$ cat config.mk
export PLATFORM = sky130hd
export DESIGN_NAME = prefix_add_arbiter_flat
export DESIGN_NICKNAME = d
export VERILOG_FILES = /design/src/rtl/prefix_add_arbiter_if.sv /design/src/rtl/prefix_add_arbiter.sv /design/src/flat_wrapper.sv
export SDC_FILE = /design/constraint.sdc
export NUM_CORES = 1
export LEC_CHECK = 0
export CORE_MARGIN = 2
export CORE_UTILIZATION = 38
export DETAILED_ROUTE_END_ITERATION = 10
export PLACE_DENSITY = 0.86
export SETUP_SLACK_MARGIN = 0.4
export SLEW_MARGIN = 20
export SYNTH_ARGS = -nofsm -noshare
export SYNTH_HDL_FRONTEND = slang
export SYNTH_SLANG_ARGS = --single-unit
$ cat constraint.sdc
create_clock -name clk -period 1.97 [get_ports clk]
set_input_delay 0.394 -clock clk [delete_from_list [all_inputs] [get_ports clk]]
set_output_delay 0.394 -clock clk [all_outputs]
set_load 0.02 [all_outputs]
$ cat src/rtl/prefix_add_arbiter_if.sv
// ---------------------------------------------------------------------------
// prefix_add_arbiter_if
//   Bundle of every signal between the prefix-add arbiter, its requesters and
//   the shared prefixAdd instance.
//
//   Requester side : req, a_in, b_in, cin_in (packed, requester i at [i*W +: W])
//                    gnt, rsp_valid (one-hot), rsp_ready, rsp_sum/cout/ovf
//   Adder side     : add_a, add_b, add_cin (registered, to prefixAdd.a/b/cin)
//                    add_s (combinational, from prefixAdd.S)
//
//   slave  : view taken by the arbiter
//   master : view taken by the surroundings (requesters + adder)
// ---------------------------------------------------------------------------
interface prefix_add_arbiter_if #(
  parameter int N_REQ = 4,
  parameter int W     = 8
);
  logic [N_REQ-1:0]   req;
  logic [N_REQ*W-1:0] a_in;
  logic [N_REQ*W-1:0] b_in;
  logic [N_REQ-1:0]   cin_in;
  logic [N_REQ-1:0]   gnt;
  logic [N_REQ-1:0]   rsp_valid;
  logic               rsp_ready;
  logic [W-1:0]       rsp_sum;
  logic               rsp_cout;
  logic               rsp_ovf;
  logic [W-1:0]       add_a;
  logic [W-1:0]       add_b;
  logic               add_cin;
  logic [W-1:0]       add_s;

  modport slave (
    input  req, a_in, b_in, cin_in, rsp_ready, add_s,
    output gnt, rsp_valid, rsp_sum, rsp_cout, rsp_ovf, add_a, add_b, add_cin
  );

  modport master (
    output req, a_in, b_in, cin_in, rsp_ready, add_s,
    input  gnt, rsp_valid, rsp_sum, rsp_cout, rsp_ovf, add_a, add_b, add_cin
  );
endinterface

$ cat src/rtl/prefix_add_arbiter.sv
// ---------------------------------------------------------------------------
// prefix_add_arbiter
//   Time-shares one external W-bit prefixAdd between N_REQ requesters.
//   A round-robin pointer picks the winner in IDLE; the winner's operands are
//   registered straight onto the adder inputs, the sum is captured one cycle
//   later together with the derived unsigned carry-out and signed overflow,
//   and the result is held until the shared rsp_ready handshake.
//
//   Ports
//     clk    : rising-edge clock
//     rst_n  : asynchronous active-low reset (aborts any in-flight op)
//     bus    : prefix_add_arbiter_if.slave (request/response + adder wiring)
//
//   Sequence per operation (minimum 3 cycles, never overlapped):
//     IDLE --arbitrate--> EXEC (gnt pulse) --capture--> RESP --rsp_ready--> IDLE
// ---------------------------------------------------------------------------
module prefix_add_arbiter #(
  parameter int N_REQ = 4,
  parameter int W     = 8
) (
  input  logic                 clk,
  input  logic                 rst_n,
  prefix_add_arbiter_if.slave  bus
);

  localparam int IDX_W = (N_REQ > 1) ? $clog2(N_REQ) : 1;
  localparam logic [IDX_W:0] N_REQ_V = (IDX_W+1)'(N_REQ);

  typedef enum logic [1:0] {
    IDLE = 2'd0,
    EXEC = 2'd1,
    RESP = 2'd2
  } state_t;

  // -------------------------------------------------------------------------
  // Helper functions
  // -------------------------------------------------------------------------

  // Reduce an index in [0, 2*N_REQ-2] back into [0, N_REQ-1].
  function automatic logic [IDX_W-1:0] wrap_idx(input logic [IDX_W:0] v);
    logic [IDX_W:0] t;
    if (v >= N_REQ_V) begin
      t = v - N_REQ_V;
    end else begin
      t = v;
    end
    return t[IDX_W-1:0];
  endfunction

  function automatic logic [N_REQ-1:0] onehot(input logic [IDX_W-1:0] idx);
    return {{(N_REQ-1){1'b0}}, 1'b1} << idx;
  endfunction

  // The adder exposes no carry-out: recover it from the operand MSBs and the
  // sum MSB. If both MSBs are set a carry always leaves; if exactly one is set
  // the carry leaves only when the sum MSB collapsed to 0.
  function automatic logic carry_out(input logic a_msb, input logic b_msb,
                                     input logic s_msb);
    return (a_msb & b_msb) | ((a_msb ^ b_msb) & ~s_msb);
  endfunction

  // Signed overflow: like-signed operands producing a differently-signed sum.
  function automatic logic signed_ovf(input logic a_msb, input logic b_msb,
                                      input logic s_msb);
    return (a_msb == b_msb) & (s_msb != a_msb);
  endfunction

  // -------------------------------------------------------------------------
  // State and datapath registers
  // -------------------------------------------------------------------------
  state_t             state_q,     state_d;
  logic [IDX_W-1:0]   ptr_q,       ptr_d;
  logic [IDX_W-1:0]   own_q,       own_d;
  logic [N_REQ-1:0]   gnt_q,       gnt_d;
  logic [N_REQ-1:0]   rsp_valid_q, rsp_valid_d;
  logic [W-1:0]       rsp_sum_q,   rsp_sum_d;
  logic               rsp_cout_q,  rsp_cout_d;
  logic               rsp_ovf_q,   rsp_ovf_d;
  logic [W-1:0]       add_a_q,     add_a_d;
  logic [W-1:0]       add_b_q,     add_b_d;
  logic               add_cin_q,   add_cin_d;

  // Arbitration result
  logic               win_vld;
  logic [IDX_W-1:0]   win_idx;
  logic [IDX_W-1:0]   cand_idx;

  // Round-robin search: first asserted req starting at ptr_q, wrapping.
  always_comb begin
    win_vld  = 1'b0;
    win_idx  = {IDX_W{1'b0}};
    cand_idx = {IDX_W{1'b0}};
    for (int i = 0; i < N_REQ; i++) begin
      cand_idx = wrap_idx({1'b0, ptr_q} + (IDX_W+1)'(i));
      if (!win_vld && bus.req[cand_idx]) begin
        win_vld = 1'b1;
        win_idx = cand_idx;
      end else begin
        win_vld = win_vld;
        win_idx = win_idx;
      end
    end
  end

  // State register plus all datapath flops; reset aborts any in-flight op.
  always_ff @(posedge clk or negedge rst_n) begin
    if (!rst_n) begin
      state_q     <= IDLE;
      ptr_q       <= {IDX_W{1'b0}};
      own_q       <= {IDX_W{1'b0}};
      gnt_q       <= {N_REQ{1'b0}};
      rsp_valid_q <= {N_REQ{1'b0}};
      rsp_sum_q   <= {W{1'b0}};
      rsp_cout_q  <= 1'b0;
      rsp_ovf_q   <= 1'b0;
      add_a_q     <= {W{1'b0}};
      add_b_q     <= {W{1'b0}};
      add_cin_q   <= 1'b0;
    end else begin
      state_q     <= state_d;
      ptr_q       <= ptr_d;
      own_q       <= own_d;
      gnt_q       <= gnt_d;
      rsp_valid_q <= rsp_valid_d;
      rsp_sum_q   <= rsp_sum_d;
      rsp_cout_q  <= rsp_cout_d;
      rsp_ovf_q   <= rsp_ovf_d;
      add_a_q     <= add_a_d;
      add_b_q     <= add_b_d;
      add_cin_q   <= add_cin_d;
    end
  end

  // Next-state logic for the IDLE/EXEC/RESP sequencer.
  always_comb begin
    state_d = state_q;
    case (state_q)
      IDLE: begin
        if (win_vld) begin
          state_d = EXEC;
        end else begin
          state_d = IDLE;
        end
      end
      EXEC: begin
        state_d = RESP;
      end
      RESP: begin
        if (bus.rsp_ready) begin
          state_d = IDLE;
        end else begin
          state_d = RESP;
        end
      end
      default: begin
        state_d = IDLE;
      end
    endcase
  end

  // Output / datapath next values per state.
  always_comb begin
    ptr_d       = ptr_q;
    own_d       = own_q;
    gnt_d       = {N_REQ{1'b0}};   // grant is a single-cycle pulse
    rsp_valid_d = rsp_valid_q;
    rsp_sum_d   = rsp_sum_q;       // result fields persist after handshake
    rsp_cout_d  = rsp_cout_q;
    rsp_ovf_d   = rsp_ovf_q;
    add_a_d     = add_a_q;
    add_b_d     = add_b_q;
    add_cin_d   = add_cin_q;
    case (state_q)
      IDLE: begin
        if (win_vld) begin
          // Operands are captured on the same edge that issues the grant, so
          // the requester may drop them as soon as it sees gnt.
          add_a_d   = bus.a_in[win_idx*W +: W];
          add_b_d   = bus.b_in[win_idx*W +: W];
          add_cin_d = bus.cin_in[win_idx];
          own_d     = win_idx;
          gnt_d     = onehot(win_idx);
          ptr_d     = wrap_idx({1'b0, win_idx} + {{IDX_W{1'b0}}, 1'b1});
        end else begin
          ptr_d = ptr_q;
        end
      end
      EXEC: begin
        rsp_sum_d   = bus.add_s;
        rsp_cout_d  = carry_out(add_a_q[W-1], add_b_q[W-1], bus.add_s[W-1]);
        rsp_ovf_d   = signed_ovf(add_a_q[W-1], add_b_q[W-1], bus.add_s[W-1]);
        rsp_valid_d = onehot(own_q);
      end
      RESP: begin
        if (bus.rsp_ready) begin
          rsp_valid_d = {N_REQ{1'b0}};
        end else begin
          rsp_valid_d = rsp_valid_q;
        end
      end
      default: begin
        rsp_valid_d = {N_REQ{1'b0}};
      end
    endcase
  end

  assign bus.gnt       = gnt_q;
  assign bus.rsp_valid = rsp_valid_q;
  assign bus.rsp_sum   = rsp_sum_q;
  assign bus.rsp_cout  = rsp_cout_q;
  assign bus.rsp_ovf   = rsp_ovf_q;
  assign bus.add_a     = add_a_q;
  assign bus.add_b     = add_b_q;
  assign bus.add_cin   = add_cin_q;

endmodule

$ cat src/flat_wrapper.sv
// flat-port wrapper written by rule: the top's interface ports become plain ports
module prefix_add_arbiter_flat 
#(
  parameter int N_REQ = 4,
  parameter int W     = 8
)
  (clk, rst_n, bus_req, bus_a_in, bus_b_in, bus_cin_in, bus_rsp_ready, bus_add_s, bus_gnt, bus_rsp_valid, bus_rsp_sum, bus_rsp_cout, bus_rsp_ovf, bus_add_a, bus_add_b, bus_add_cin);
  prefix_add_arbiter_if #(.N_REQ(N_REQ), .W(W)) bus_i ();
  input  logic clk;
  input  logic rst_n;
  input wire logic [$bits(bus_i.req)-1:0] bus_req;
  input wire logic [$bits(bus_i.a_in)-1:0] bus_a_in;
  input wire logic [$bits(bus_i.b_in)-1:0] bus_b_in;
  input wire logic [$bits(bus_i.cin_in)-1:0] bus_cin_in;
  input wire logic [$bits(bus_i.rsp_ready)-1:0] bus_rsp_ready;
  input wire logic [$bits(bus_i.add_s)-1:0] bus_add_s;
  output wire logic [$bits(bus_i.gnt)-1:0] bus_gnt;
  output wire logic [$bits(bus_i.rsp_valid)-1:0] bus_rsp_valid;
  output wire logic [$bits(bus_i.rsp_sum)-1:0] bus_rsp_sum;
  output wire logic [$bits(bus_i.rsp_cout)-1:0] bus_rsp_cout;
  output wire logic [$bits(bus_i.rsp_ovf)-1:0] bus_rsp_ovf;
  output wire logic [$bits(bus_i.add_a)-1:0] bus_add_a;
  output wire logic [$bits(bus_i.add_b)-1:0] bus_add_b;
  output wire logic [$bits(bus_i.add_cin)-1:0] bus_add_cin;
  assign bus_i.req = bus_req;
  assign bus_i.a_in = bus_a_in;
  assign bus_i.b_in = bus_b_in;
  assign bus_i.cin_in = bus_cin_in;
  assign bus_i.rsp_ready = bus_rsp_ready;
  assign bus_i.add_s = bus_add_s;
  assign bus_gnt = bus_i.gnt;
  assign bus_rsp_valid = bus_i.rsp_valid;
  assign bus_rsp_sum = bus_i.rsp_sum;
  assign bus_rsp_cout = bus_i.rsp_cout;
  assign bus_rsp_ovf = bus_i.rsp_ovf;
  assign bus_add_a = bus_i.add_a;
  assign bus_add_b = bus_i.add_b;
  assign bus_add_cin = bus_i.add_cin;
  prefix_add_arbiter #(.N_REQ(N_REQ), .W(W)) u_core (.clk(clk), .rst_n(rst_n), .bus(bus_i));
endmodule
==> results of run 1 <==
[worst register-to-register path, cell delays in order (launching register included)]
cell      delay [ns]
dfrtp_1         0.42
nand2b_4        0.15
a21oi_2         0.05
a211o_4         0.31
buf_8           0.15
buf_16          0.14
mux2i_4         0.18
o221ai_2        0.17
[sequential cells by signal (all words and copies together) (netlist names)]
name                  flops
u_core.bus.rsp_cout       1
u_core.bus.gnt            4
u_core.bus.rsp_ovf        1
u_core.bus.rsp_valid      4
u_core.bus.rsp_sum        8
u_core.ptr_q              2
u_core.bus.add_b          8
u_core.state_q            2
u_core.bus.add_a          8
u_core.own_q              2
u_core.bus.add_cin        1
[metrics by stage]
stage,total power [mW],std cells,utilization (%)
after CTS,5.159,389,70.27
after global placement,4.263,373,65.19
final,5.352,391,72.71
after global routing,5.681,391,72.71
after floorplan,3.147,187,-
after detailed placement,4.347,373,65.19
[layout make-up]
class                           instances  area (sq um)  area share (%)
Clock inverter                          1         30.03          0.7984
Clock buffer                            7         86.33           2.295
Tap cell                               70         87.58           2.329
Multi-Input combinational cell        128          1077           28.64
Timing Repair Buffer                  138          1423           37.82
Inverter                                6         30.03          0.7984
Sequential cell                        41          1027           27.31
[power by group through the flow]
stage                     clock network [mW]  logic [mW]  registers (mW)
final                                  0.697        3.14            1.51
after global routing                   0.763        3.35            1.57
after global placement                     0        2.76            1.51
after detailed placement                   0        2.83            1.52
after floorplan                            0        1.26            1.89
after CTS                              0.713        2.94            1.50
[logic make-up (layout without fill, tap and decap cells)]
group           count (synthesis)  count (layout)  synth area share, %
mux                            43              43                21.32
simple gates                   43              43                8.938
flops                          41              41                49.52
compound gates                 39              39                13.71
buf+inv                        18             152                5.072
xor+xnor                        2               2               0.8456
fa+ha+maj                       1               1               0.6038
[how the worst max path moves through the flow]
stage / startpoint / to / slack (ns) / depth (start not counted)
2_1_floorplan: bus_req[0] / u_core.bus.add_b[6] / 0.39 / 7
3_3_place_gp: bus_req[0] / u_core.bus.add_b[1] / -0.15 / 7
3_5_place_dp: bus_req[0] / u_core.bus.add_b[1] / -0.24 / 7
4_1_cts: u_core.ptr_q[0] / u_core.bus.add_a[2] / 0.29 / 7
5_1_grt: u_core.ptr_q[0] / u_core.bus.add_a[0] / 0.24 / 7
6_report: u_core.ptr_q[0] / u_core.bus.add_a[0] / 0.30 / 7
[what timing repair did]
item | CTS | global route
buffers inserted | 5 | 2
gates cloned | 3 | 0
resized for setup | 57 | 22
endpoints found under the setup margin | 60 | 22
pin swaps | 12 | 8
[cells in the final DEF, fill, tap and decap left out, drive strengths merged, types with 9 or more instances in the layout]
cell and count:
clkdlybuf4s50 77, dfrtp 41, dlygate4sd2 38, mux2i 34, nand2 26, buf 22
o221ai 17, a21oi 10, mux2 9
[metal layers]
layer,vias up,wire length [microns]
li1,950,-
met4,0,57
met3,7,470
met2,100,3313
met1,944,2342
met5,-,0
==> results.sh, run 1 <==
export IMPL_syn2layout_area_growth_pct=81.52
export IMPL_cp_top_family="compound AO/OA/AOI/OAI gates"
export IMPL_use_met1_pct=22.53
export IMPL_syn_inst=187
export IMPL_die_w_microns=77.84
export IMPL_portBuffers=117
export IMPL_ioPinCount=118
export IMPL_yosysWarnings=0
export IMPL_clk_latency_ns=0.29
export IMPL_syn_num_nets=271
export IMPL_grt_setup_unrepaired="yes"
export IMPL_use_met2_pct=35.69
export IMPL_sw_frac_of_total_pct=39.14
export IMPL_slowest_stage="dfrtp_1"
export IMPL_clkTransAtPathRegs_ns=0.08
export IMPL_clock_fmax_mhz=598.5
export IMPL_slew_headroom_pct=65.42
export IMPL_layout_nets=404
export IMPL_required_ns=2.17
export IMPL_numCtsBuffers=5
export IMPL_firstDrtPassIters=4
export IMPL_row_count=26
export IMPL_drv_slew=0
export IMPL_hold_class="input port to asynchronous set/reset pin"
export IMPL_core_area_sq_mm=0.005172
export IMPL_die_area_sq_mm=0.006059
export IMPL_synth_top_area_share_pct=49.52
export IMPL_dp_slack_ns=-0.2397
export IMPL_clockBufferDepth=2
export IMPL_setup_viol=0
export IMPL_syn_avg_cell_area_sq_um=11.08
export IMPL_cp_arrival_ns=1.88
export IMPL_seqPwrFrac_pct=28.3
export IMPL_antenna_found_initial=0
export IMPL_p_clk_share_pct=13.0
export IMPL_outcome="complete, no violations"
export IMPL_r2r_end="u_core.bus.add_a[0]"
export IMPL_syn_area_sq_mm=0.002072
export IMPL_final_area_sq_mm=0.003761
export IMPL_routed_via_density=5.118
export IMPL_grt_ovfl_total=0
export IMPL_detail_route_wl_per_cell_microns=15.82
export IMPL_combPwrFrac_pct=58.7
export IMPL_cap_violations=0
export IMPL_tightest_slew_ns=0.5187
export IMPL_htree_levels=2
export IMPL_dp_final_hpwl_mm=4.291
export IMPL_cp_buffers_inverters=2
export IMPL_p_int_mw=3.257
export IMPL_synth_top_cell_by_area="dfrtp_1"
export IMPL_drtAntennaViolNets=0
export IMPL_grt_pass1_wl_mm=9.439
export IMPL_grt_use_total_pct=19.92
export IMPL_max_stage_delay_ns=0.42
export IMPL_reg2regPathDepth=7
export IMPL_clockRootBuffer="clkbuf_8"
export IMPL_dieHeight_microns=77.84
export IMPL_async_reset_ff_share_pct=100.0
export IMPL_hold_buffers=0
export IMPL_place_congestion=0.7744
export IMPL_p_per_area_mw_per_mm2=1423
export IMPL_period_needed_ns=1.671
export IMPL_p_leak_nw=1.726
export IMPL_synth_top_cells_by_area="dfrtp_1 50%, mux2i_1 16%, o221ai_1 6.8%"
export IMPL_ys_seq_area_share_pct=49.52
export IMPL_path_cells="nand2b_4 > a21oi_2 > a211o_4 > buf_8 > buf_16 > mux2i_4 > o221ai_2"
export IMPL_setup_ws_ns=0.2991
export IMPL_placed_cell_area_sq_mm=0.003372
export IMPL_path_class="register to register"
export IMPL_netSwitchingPower_mw=2.095
export IMPL_skew_ns=0.009460
export IMPL_top_usage_layer="met2"
export IMPL_drive_above_1_share_pct=19.31
export IMPL_ys_top_cells_by_count="41 x dfrtp_1, 34 x mux2i_1, 26 x nand2_1"
export IMPL_cts_tree="built"
export IMPL_wl_mm=6.184
export IMPL_grt_max_degree=25
export IMPL_grt_pass1_vias=1980
export IMPL_synth_most_common_cell="dfrtp_1"
export IMPL_finalCritPeriodShare_pct=84.82
export IMPL_synth_edff_count=0
export IMPL_hold_violations=0
export IMPL_ys_ff_latch=41
export IMPL_start_kind="register"
export IMPL_n_fill_cell=376
export IMPL_start_util_pct=40.06
export IMPL_diodes=0
export IMPL_ys_flop_type="dfrtp_1"
export IMPL_fin_hold_ws_ns=0.06604
export IMPL_drt_initial_drc_count=88
export IMPL_reg2reg_slack_ns=0.30
export IMPL_worstPathMaxFanout=6
export IMPL_vias=2001
export IMPL_vdd_drop_max_mv=0.6811
export IMPL_tns_ns=0
export IMPL_rr_startpoint="u_core.ptr_q[0]"
export IMPL_cts_num_sinks=41
export IMPL_grt_use_met3_pct=5.814
export IMPL_end_kind="register"
export IMPL_yosys_cell_types_count=28
export IMPL_drcViolationCount=0
(Power assumes the default switching activity.)
==> inputs of run 2 (changes only) <==
==> constraint.sdc (replaced) <==
create_clock -name clk -period 1.7 [get_ports clk]
set_input_delay 0.34 -clock clk [delete_from_list [all_inputs] [get_ports clk]]
set_output_delay 0.34 -clock clk [all_outputs]
set_load 0.02 [all_outputs]
==> run 2 against run 1 <==
- wire length up 21%
- first-iteration DRC count up 19%
- total power up 31%
- flip-flop and latch count unchanged
- worst hold slack worse by 0.073 ns
- utilization up 4.4 points
- count of clock-buffer cells in the layout down 2
- the flow now finishes with violations (negative hold slack, negative setup slack)
==> results.sh, run 2 (same netlist as run 1, synthesis figures left out) <==
export IMPL_place_congestion=0.7770
export IMPL_worstPathMaxFanout=5
export IMPL_core_area_sq_mm=0.005172
export IMPL_start_util_pct=40.06
export IMPL_cp_top_family="buffers and inverters"
export IMPL_layout_common_cells="77 x clkdlybuf4s50_1, 40 x dfrtp_1, 33 x buf_2"
export IMPL_tightest_slew_ns=0.4954
export IMPL_clk_latency_ns=0.30
export IMPL_numCtsBuffers=5
export IMPL_grt_use_total_pct=23.62
export IMPL_ioPinCount=118
export IMPL_multi_input_area_sq_mm=0.001269
export IMPL_clockRootBuffer="clkbuf_8"
export IMPL_clkTransAtPathRegs_ns=0.09
export IMPL_tns_ns=-0.02111
export IMPL_skew_ns=0.005028
export IMPL_clock_fmax_mhz=581.0
export IMPL_n_fill_cell=344
export IMPL_setup_ws_ns=-0.02111
export IMPL_reg2reg_slack_ns=-0.02
export IMPL_die_area_sq_mm=0.006059
export IMPL_end_kind="register"
export IMPL_firstDrtPassIters=4
export IMPL_grt_pass1_wl_mm=10.99
export IMPL_routed_via_density=5.211
export IMPL_path_class="input port to register"
export IMPL_finalCritPeriodShare_pct=101.2
export IMPL_setup_viol=1
export IMPL_detail_route_wl_per_cell_microns=18.32
export IMPL_wl_mm=7.475
export IMPL_fin_util_pct=77.09
export IMPL_cts_num_sinks=41
export IMPL_rr_startpoint="u_core.ptr_q[0]"
export IMPL_slowest_stage="a211o_4"
export IMPL_drtAntennaViolNets=0
export IMPL_diodes=0
export IMPL_r2r_end="u_core.bus.add_b[3]"
export IMPL_grt_setup_unrepaired="yes"
export IMPL_hold_buffers=0
export IMPL_drv_slew=0
export IMPL_hold_class="input port to asynchronous set/reset pin"
export IMPL_clockBufferDepth=2
export IMPL_die_w_microns=77.84
export IMPL_drcViolationCount=0
export IMPL_drive_above_1_share_pct=42.60
export IMPL_grt_pass1_vias=2340
export IMPL_layout_commonest_cell="clkdlybuf4s50_1"
export IMPL_drt_initial_drc_count=105
export IMPL_cp_arrival_ns=1.89
export IMPL_cap_violations=0
export IMPL_vias=2126
export IMPL_portBuffers=117
export IMPL_grt_ovfl_total=0
export IMPL_vdd_drop_max_mv=0.7820
export IMPL_p_per_area_mw_per_mm2=1755
export IMPL_syn2layout_area_growth_pct=92.45
export IMPL_layout_nets=421
export IMPL_dp_final_hpwl_mm=4.491
export IMPL_htree_levels=2
export IMPL_max_stage_delay_ns=0.32
export IMPL_cts_tree="built"
export IMPL_start_kind="input port"
export IMPL_path_cells="dlygate4sd2_1 > nand2b_1 > a21oi_4 > a211o_4 > buf_12 > clkbuf_16 > mux2i_1 > o221ai_1"
export IMPL_required_ns=1.87
export IMPL_p_leak_nw=1.812
export IMPL_period_needed_ns=1.721
export IMPL_dieHeight_microns=77.84
export IMPL_reg2regPathDepth=7
export IMPL_outcome="complete, but fails checks"
export IMPL_antenna_found_initial=0
export IMPL_seq_area_sq_mm=0.001027
export IMPL_fin_hold_ws_ns=-0.007217
export IMPL_grt_max_degree=23
export IMPL_slew_headroom_pct=66.97
export IMPL_hold_violations=13
export IMPL_violations="negative hold slack, negative setup slack"
export IMPL_row_count=26
export IMPL_cp_buffers_inverters=3
[run 2: changes by cell type in the layout (fill, tap and decap cells not counted), sizes merged, moves of 2 or more]
cell,delta
clkbuf,+4
buf,+47
clkinvlp,+2
clkinv,+2
dlygate4sd2,-35
[run 2: cell type report]
type	count	share of cell area [%]
clock inverters	3	0.4393
inverters	6	0.7217
well taps	70	2.196
flip-flops and latches	41	25.76
multi-input cells	128	31.82
clock buffers	5	1.726
repair buffers	155	37.34
[run 2: worst max-delay path by stage]
stage | depth (start not counted) | start | to
final | 8 | bus_req[1] | u_core.bus.add_b[3]
after global routing | 7 | u_core.ptr_q[0] | u_core.bus.add_b[3]
after CTS | 7 | u_core.ptr_q[0] | u_core.bus.add_a[7]
after detailed placement | 7 | bus_req[0] | u_core.bus.add_a[5]
after global placement | 7 | bus_req[0] | u_core.bus.add_a[7]
after floorplan | 6 | u_core.state_q[0] | u_core.bus.add_b[6]
[run 2: timing repair]
item | in CTS | in global routing
buffers inserted | 15 | 5
cloned | 5 | 2
pin swaps | 9 | 19
gates resized for setup | 160 | 79
setup endpoints to repair | 69 | 70
[run 2: routing by layer]
metal | vias up | wire (microns) | share of wire, % | track usage, %
met1 | 1038 | 2715 | 36 | 24.83
met2 | 87 | 4123 | 55 | 43.97
li1 | 982 | - | - | -
met4 | 0 | 180 | 2.4 | 9.286
met5 | - | 0 | 0 | 0
met3 | 19 | 455 | 6.1 | 6.628
[run 2: through the flow]
| step | cell area [sq um] | hold slack, ns | total power, mW | worst slack (ns) | cells |
|---|---|---|---|---|---|
| CTS | 3892 | 0.004962 | 6.511 | 0.08190 | 401 |
| floorplan | 2097 | 0.04441 | 3.683 | 0.1291 | 187 |
| finish | 3988 | -0.007217 | 7.000 | -0.02111 | 408 |
| detailed placement | 3377 | 0.3273 | 5.089 | -0.4202 | 373 |
| global route | 3988 | 0.02074 | 7.400 | -0.04997 | 408 |
| global placement | 3377 | 0.3242 | 4.973 | -0.3573 | 373 |
[run 2: power by group]
group	switching (mW)	internal, mW
Combinational	2.21	2.37
Sequential	0.321	1.44
Clock	0.372	0.284
[run 2: worst register-to-register path, stage by stage, from the launching register on]
cell,delay (ns)
dfrtp_1,0.40
nand2b_4,0.17
a21oi_4,0.06
a211o_4,0.32
buf_12,0.15
clkbuf_16,0.15
mux2i_1,0.19
o221ai_1,0.15
==> inputs of run 3 (changes only) <==
--- a/config.mk
+++ b/config.mk
@@ -10,6 +10,7 @@
 export DETAILED_ROUTE_END_ITERATION = 10
 export PLACE_DENSITY = 0.86
 export SETUP_SLACK_MARGIN = 0.4
+export SKIP_CTS_REPAIR_TIMING = 1
 export SLEW_MARGIN = 20
 export SYNTH_ARGS = -nofsm -noshare
 export SYNTH_HDL_FRONTEND = slang
==> run 3 against run 2 <==
- the flow finishes with violations (negative hold slack)
- worst hold slack gained 0.0021 ns
- combinational power fell by 12%
- first-iteration DRC count fell by 10%
- critical path depth is 1 lower
- cell area decreased by 1.6%
- utilization is 1.3 points lower
==> results.sh, run 3 (same netlist as run 1, synthesis figures left out) <==
export IMPL_drv_slew=0
export IMPL_final_area_sq_mm=0.003923
export IMPL_seq_area_sq_mm=0.001027
export IMPL_grt_use_total_pct=19.97
export IMPL_dp_slack_ns=-0.4202
export IMPL_finalCritPeriodShare_pct=98.38
export IMPL_cts_num_sinks=41
export IMPL_clockRootBuffer="clkbuf_8"
export IMPL_cap_violations=0
export IMPL_htree_levels=2
export IMPL_finalNonFillerCells=394
export IMPL_worstPathMaxFanout=8
export IMPL_n_fill_cell=340
export IMPL_finalPower_mw=6.430
export IMPL_p_per_area_mw_per_mm2=1639
export IMPL_vdd_drop_max_mv=0.7492
export IMPL_detail_route_wl_per_cell_microns=17.27
export IMPL_wl_met1_mm=2.558
export IMPL_end_kind="register"
export IMPL_layout_nets=407
export IMPL_hold_violations=11
export IMPL_fin_util_pct=75.83
export IMPL_skew_ns=0.006564
export IMPL_layout_commonest_cell="clkdlybuf4s50_1"
export IMPL_firstDrtPassIters=4
export IMPL_grt_pass1_wl_mm=9.418
export IMPL_reg2reg_slack_ns=0.03
export IMPL_highest_layer="met4"
export IMPL_violations="negative hold slack"
export IMPL_dieHeight_microns=77.84
export IMPL_layout_common_cells="77 x clkdlybuf4s50_1, 40 x dfrtp_1, 37 x dlymetal6s2s_1"
export IMPL_antenna_found_initial=0
export IMPL_outcome="complete, but fails checks"
export IMPL_cts_tree="built"
export IMPL_multi_input_area_sq_mm=0.001135
export IMPL_placed_cell_area_sq_mm=0.003377
export IMPL_row_count=26
export IMPL_dr_wl_met3_microns=429
export IMPL_routed_via_density=5.178
export IMPL_p_leak_nw=2.079
export IMPL_tightest_slew_ns=0.4835
export IMPL_clkTransAtPathRegs_ns=0.09
export IMPL_drive_above_1_share_pct=26.23
export IMPL_period_needed_ns=1.672
export IMPL_diodes=0
export IMPL_syn2layout_area_growth_pct=89.31
export IMPL_reg2regPathDepth=7
export IMPL_grt_max_degree=24
export IMPL_grt_setup_unrepaired="yes"
export IMPL_numCtsBuffers=5
export IMPL_dp_final_hpwl_mm=4.491
export IMPL_die_w_microns=77.84
export IMPL_clockBufferDepth=2
export IMPL_start_util_pct=40.06
export IMPL_start_kind="register"
export IMPL_cp_arrival_ns=1.84
export IMPL_grt_pass1_vias=2098
export IMPL_die_area_sq_mm=0.006059
export IMPL_ioPinCount=118
export IMPL_met2_length_mm=3.741
export IMPL_slew_headroom_pct=67.77
export IMPL_grt_ovfl_total=0
export IMPL_tns_ns=0
export IMPL_required_ns=1.87
export IMPL_dp_cells=373
export IMPL_path_class="register to register"
export IMPL_r2r_end="u_core.bus.add_a[5]"
export IMPL_fin_hold_ws_ns=-0.005094
export IMPL_place_congestion=0.7770
export IMPL_drt_initial_drc_count=94
export IMPL_rr_startpoint="u_core.ptr_q[0]"
export IMPL_vias=2040
export IMPL_clock_fmax_mhz=597.9
export IMPL_drcViolationCount=0
export IMPL_clk_latency_ns=0.30
export IMPL_hold_class="input port to asynchronous set/reset pin"
export IMPL_wl_mm=6.805
export IMPL_setup_ws_ns=0.02757
export IMPL_core_area_sq_mm=0.005172
export IMPL_portBuffers=117
export IMPL_drtAntennaViolNets=0
export IMPL_setup_viol=0
-- run 3: cell count changes in the layout (fill, tap and decap cells not counted), sizes merged --
cell / before / now
buf: 69 / 22
clkbuf: 11 / 10
clkinvlp: 2 / 1
dlygate4sd2: 3 / 0
dlymetal6s2s: 0 / 37
inv: 5 / 6
-- run 3: routing by layer --
metal	global-route usage (%)	up-vias
met2	35.86	81
met4	6.607	0
met3	7.209	9
met1	21.61	994
li1	-	956
met5	0	-
-- run 3: worst max-delay path by stage --
stage	start	to	slack [ns]	cells after the start
3_3_place_gp	bus_req[0]	u_core.bus.add_a[7]	-0.36	7
4_1_cts	bus_req[0]	u_core.bus.add_a[7]	-0.09	7
3_5_place_dp	bus_req[0]	u_core.bus.add_a[5]	-0.42	7
6_report	u_core.ptr_q[0]	u_core.bus.add_a[5]	0.03	7
5_1_grt	u_core.ptr_q[0]	u_core.bus.add_a[1]	-0.03	7
2_1_floorplan	u_core.state_q[0]	u_core.bus.add_b[6]	0.13	6
-- run 3: cell type report --
class	count	share of cell area (%)
inverters	6	0.6380
clock inverters	3	0.4466
flip-flops and latches	41	26.19
clock buffers	5	1.754
repair buffers	141	39.81
multi-input cells	128	28.93
well taps	70	2.233
-- run 3: worst max-delay path, cell delays in order (launching register included) --
cell and delay [ns]:
dfrtp_1 0.42, nand2b_4 0.16, a21oi_2 0.06, a211o_4 0.32
buf_6 0.14, clkbuf_16 0.16, mux2i_1 0.15, o221ai_1 0.14
-- run 3: report_power, final --
group | switching [mW] | internal [mW] | total [mW]
Sequential | 0.323 | 1.44 | 1.77
Clock | 0.367 | 0.284 | 0.650
Combinational | 1.90 | 2.11 | 4.01
==> RTL edit: new RTL, flow settings as in run 3 <==
Encoding of `state_t`: now one-hot (3 bits for 3 states).
--- a/src/rtl/prefix_add_arbiter.sv
+++ b/src/rtl/prefix_add_arbiter.sv
@@ -27,8 +27,8 @@
   localparam logic [IDX_W:0] N_REQ_V = (IDX_W+1)'(N_REQ);
 
-  typedef enum logic [1:0] {
-    IDLE = 2'd0,
-    EXEC = 2'd1,
-    RESP = 2'd2
+  typedef enum logic [2:0] {
+    IDLE = 3'b001,
+    EXEC = 3'b010,
+    RESP = 3'b100
   } state_t;
 
Check against the original RTL: same outputs for any inputs over 10 cycles, from zero or initial values and one cycle with rst_n low; not proved beyond that.
==> RTL edit against run 3 <==
Critical endpoint is now u_core.bus.add_a[1]$_DFFE_PN0P_; first-iteration DRC count shrank 50%; routed wire length shrank 2.7%; area after synthesis grew 3.7%; sequential cell count grew 1; the flow still finishes with violations (hold timing); die area grew 3.5%; power shrank 0.33%; final area is essentially flat; global-route usage shrank 1.6 points; non-clock buffer count shrank 4; setup slack gained 0.018 ns.
==> RTL edit: results (changes against run 3) <==
metric	value	unit	change
setup slack, reg-to-reg	0.05	ns	+0.02 ns
placed cell areas	3440	um^2	+1.9%
Fill cells	396		+16%
vias in the first global route	1935		-7.8%
global-route wire length before repair	9.07	mm	-3.7%
Sw Pwr	0.00259	W	about the same
largest net degree at the start of global routing	41		+71%
via count	2054		+0.69%
r2r endpoint	u_core.bus.add_a[1]$_DFFE_PN0P_		
CP peak stage delay	0.40	ns	-0.02 ns
clk_lat worst skew	0.28	ns	-0.02 ns
sequential-to-total area share from yosys stat	49.0	%	-0.54 points
Final Hold Fails	17		+6
Synth top cells by count	dfrtp_1 (41), mux2i_1 (34), nand2_1 (26), o221ai_1 (17), nor2_1 (9)		
Syn Nets	274		+1.1%
P_leak	2.14	nW	+2.8%
status	complete, but fails checks		
Slew HR	71.3	%	+3.5 points
crit-path max FO	10		+2
layout cells sized above 1	20.4	%	-5.8 points
worst hold margin	-0.0152	ns	-0.0101 ns
GP Congestion	0.742		-4.5%
Area contributors post-synth	dfrtp_1 (48%), mux2i_1 (16%), o221ai_1 (6.9%)		
drt total wl	6.62	mm	-2.7%
Worst EP arrival	1.80	ns	-0.04 ns
failing checks	hold timing		
Starting DRT DRC Count	47		-50%
clk_skew	0.00522	ns	-0.00135 ns
[RTL edit: cell count changes after synthesis, moves of 3 or more]
cell,change
a21oi_1,-3
buf_6,+4
clkbuf_1,-3
or3_1,+3
[RTL edit: through the flow]
step | TNS (ns) | worst slack [ns] | hold WS [ns]
final | 0 | 0.0460 | -0.0152
after global routing | -0.00648 | -0.00648 | 0.00198
after CTS | -1.72 | -0.137 | -0.00660
after detailed placement | -9.41 | -0.450 | 0.303
after global placement | -8.05 | -0.362 | 0.304
after floorplan | 0 | 0.160 | 0.0444
[RTL edit: cell type report]
class / instances / area share, %
clock buffers: 7 / 1.94
repair buffers: 137 / 38.8
well taps: 72 / 2.29
flip-flops and latches: 42 / 26.8
inverters: 7 / 0.988
multi-input cells: 130 / 29.2
[RTL edit: layer usage]
metal	up-vias	global-route usage, %	part of all wire [%]
met2	78	32.4	56
li1	955	-	-
met1	1009	21.6	36
met3	12	5.68	6.1
met4	0	4.66	1.6
met5	-	0	0
[RTL edit: how the worst max path moves through the flow]
stage,startpoint,to,cells past startpoint,slack (ns)
2_1_floorplan,u_core.state_q[0]$_DFF_PN1_,u_core.bus.add_a[4]$_DFFE_PN0P_,7,0.16
5_1_grt,u_core.ptr_q[0]$_DFFE_PN0P_,u_core.bus.add_a[1]$_DFFE_PN0P_,6,-0.006
3_5_place_dp,bus_req[0],u_core.bus.add_cin$_DFFE_PN0P_,8,-0.45
3_3_place_gp,bus_req[0],u_core.bus.add_b[7]$_DFFE_PN0P_,8,-0.36
4_1_cts,bus_req[0],u_core.bus.add_cin$_DFFE_PN0P_,8,-0.14
6_report,u_core.ptr_q[0]$_DFFE_PN0P_,u_core.bus.add_a[1]$_DFFE_PN0P_,6,0.05
[RTL edit: logic make-up after synthesis]
| group | Yosys count | synth area share, % |
|---|---|---|
| simple gates | 52 | 11.6 |
| mux | 42 | 20.0 |
| flops | 42 | 49.0 |
| compound gates | 33 | 11.3 |
| buf+inv | 18 | 6.64 |
| xor+xnor | 2 | 0.816 |
| fa+ha+maj | 1 | 0.582 |
[RTL edit: power groups by stage]
stage | Sequential, W | Combinational (W) | Clock, W
floorplan | 0.00220 | 0.00167 | 0
global placement | 0.00176 | 0.00327 | 0
detailed placement | 0.00178 | 0.00334 | 0
CTS | 0.00176 | 0.00335 | 0.000615
global route | 0.00184 | 0.00427 | 0.000664
finish | 0.00179 | 0.00402 | 0.000597
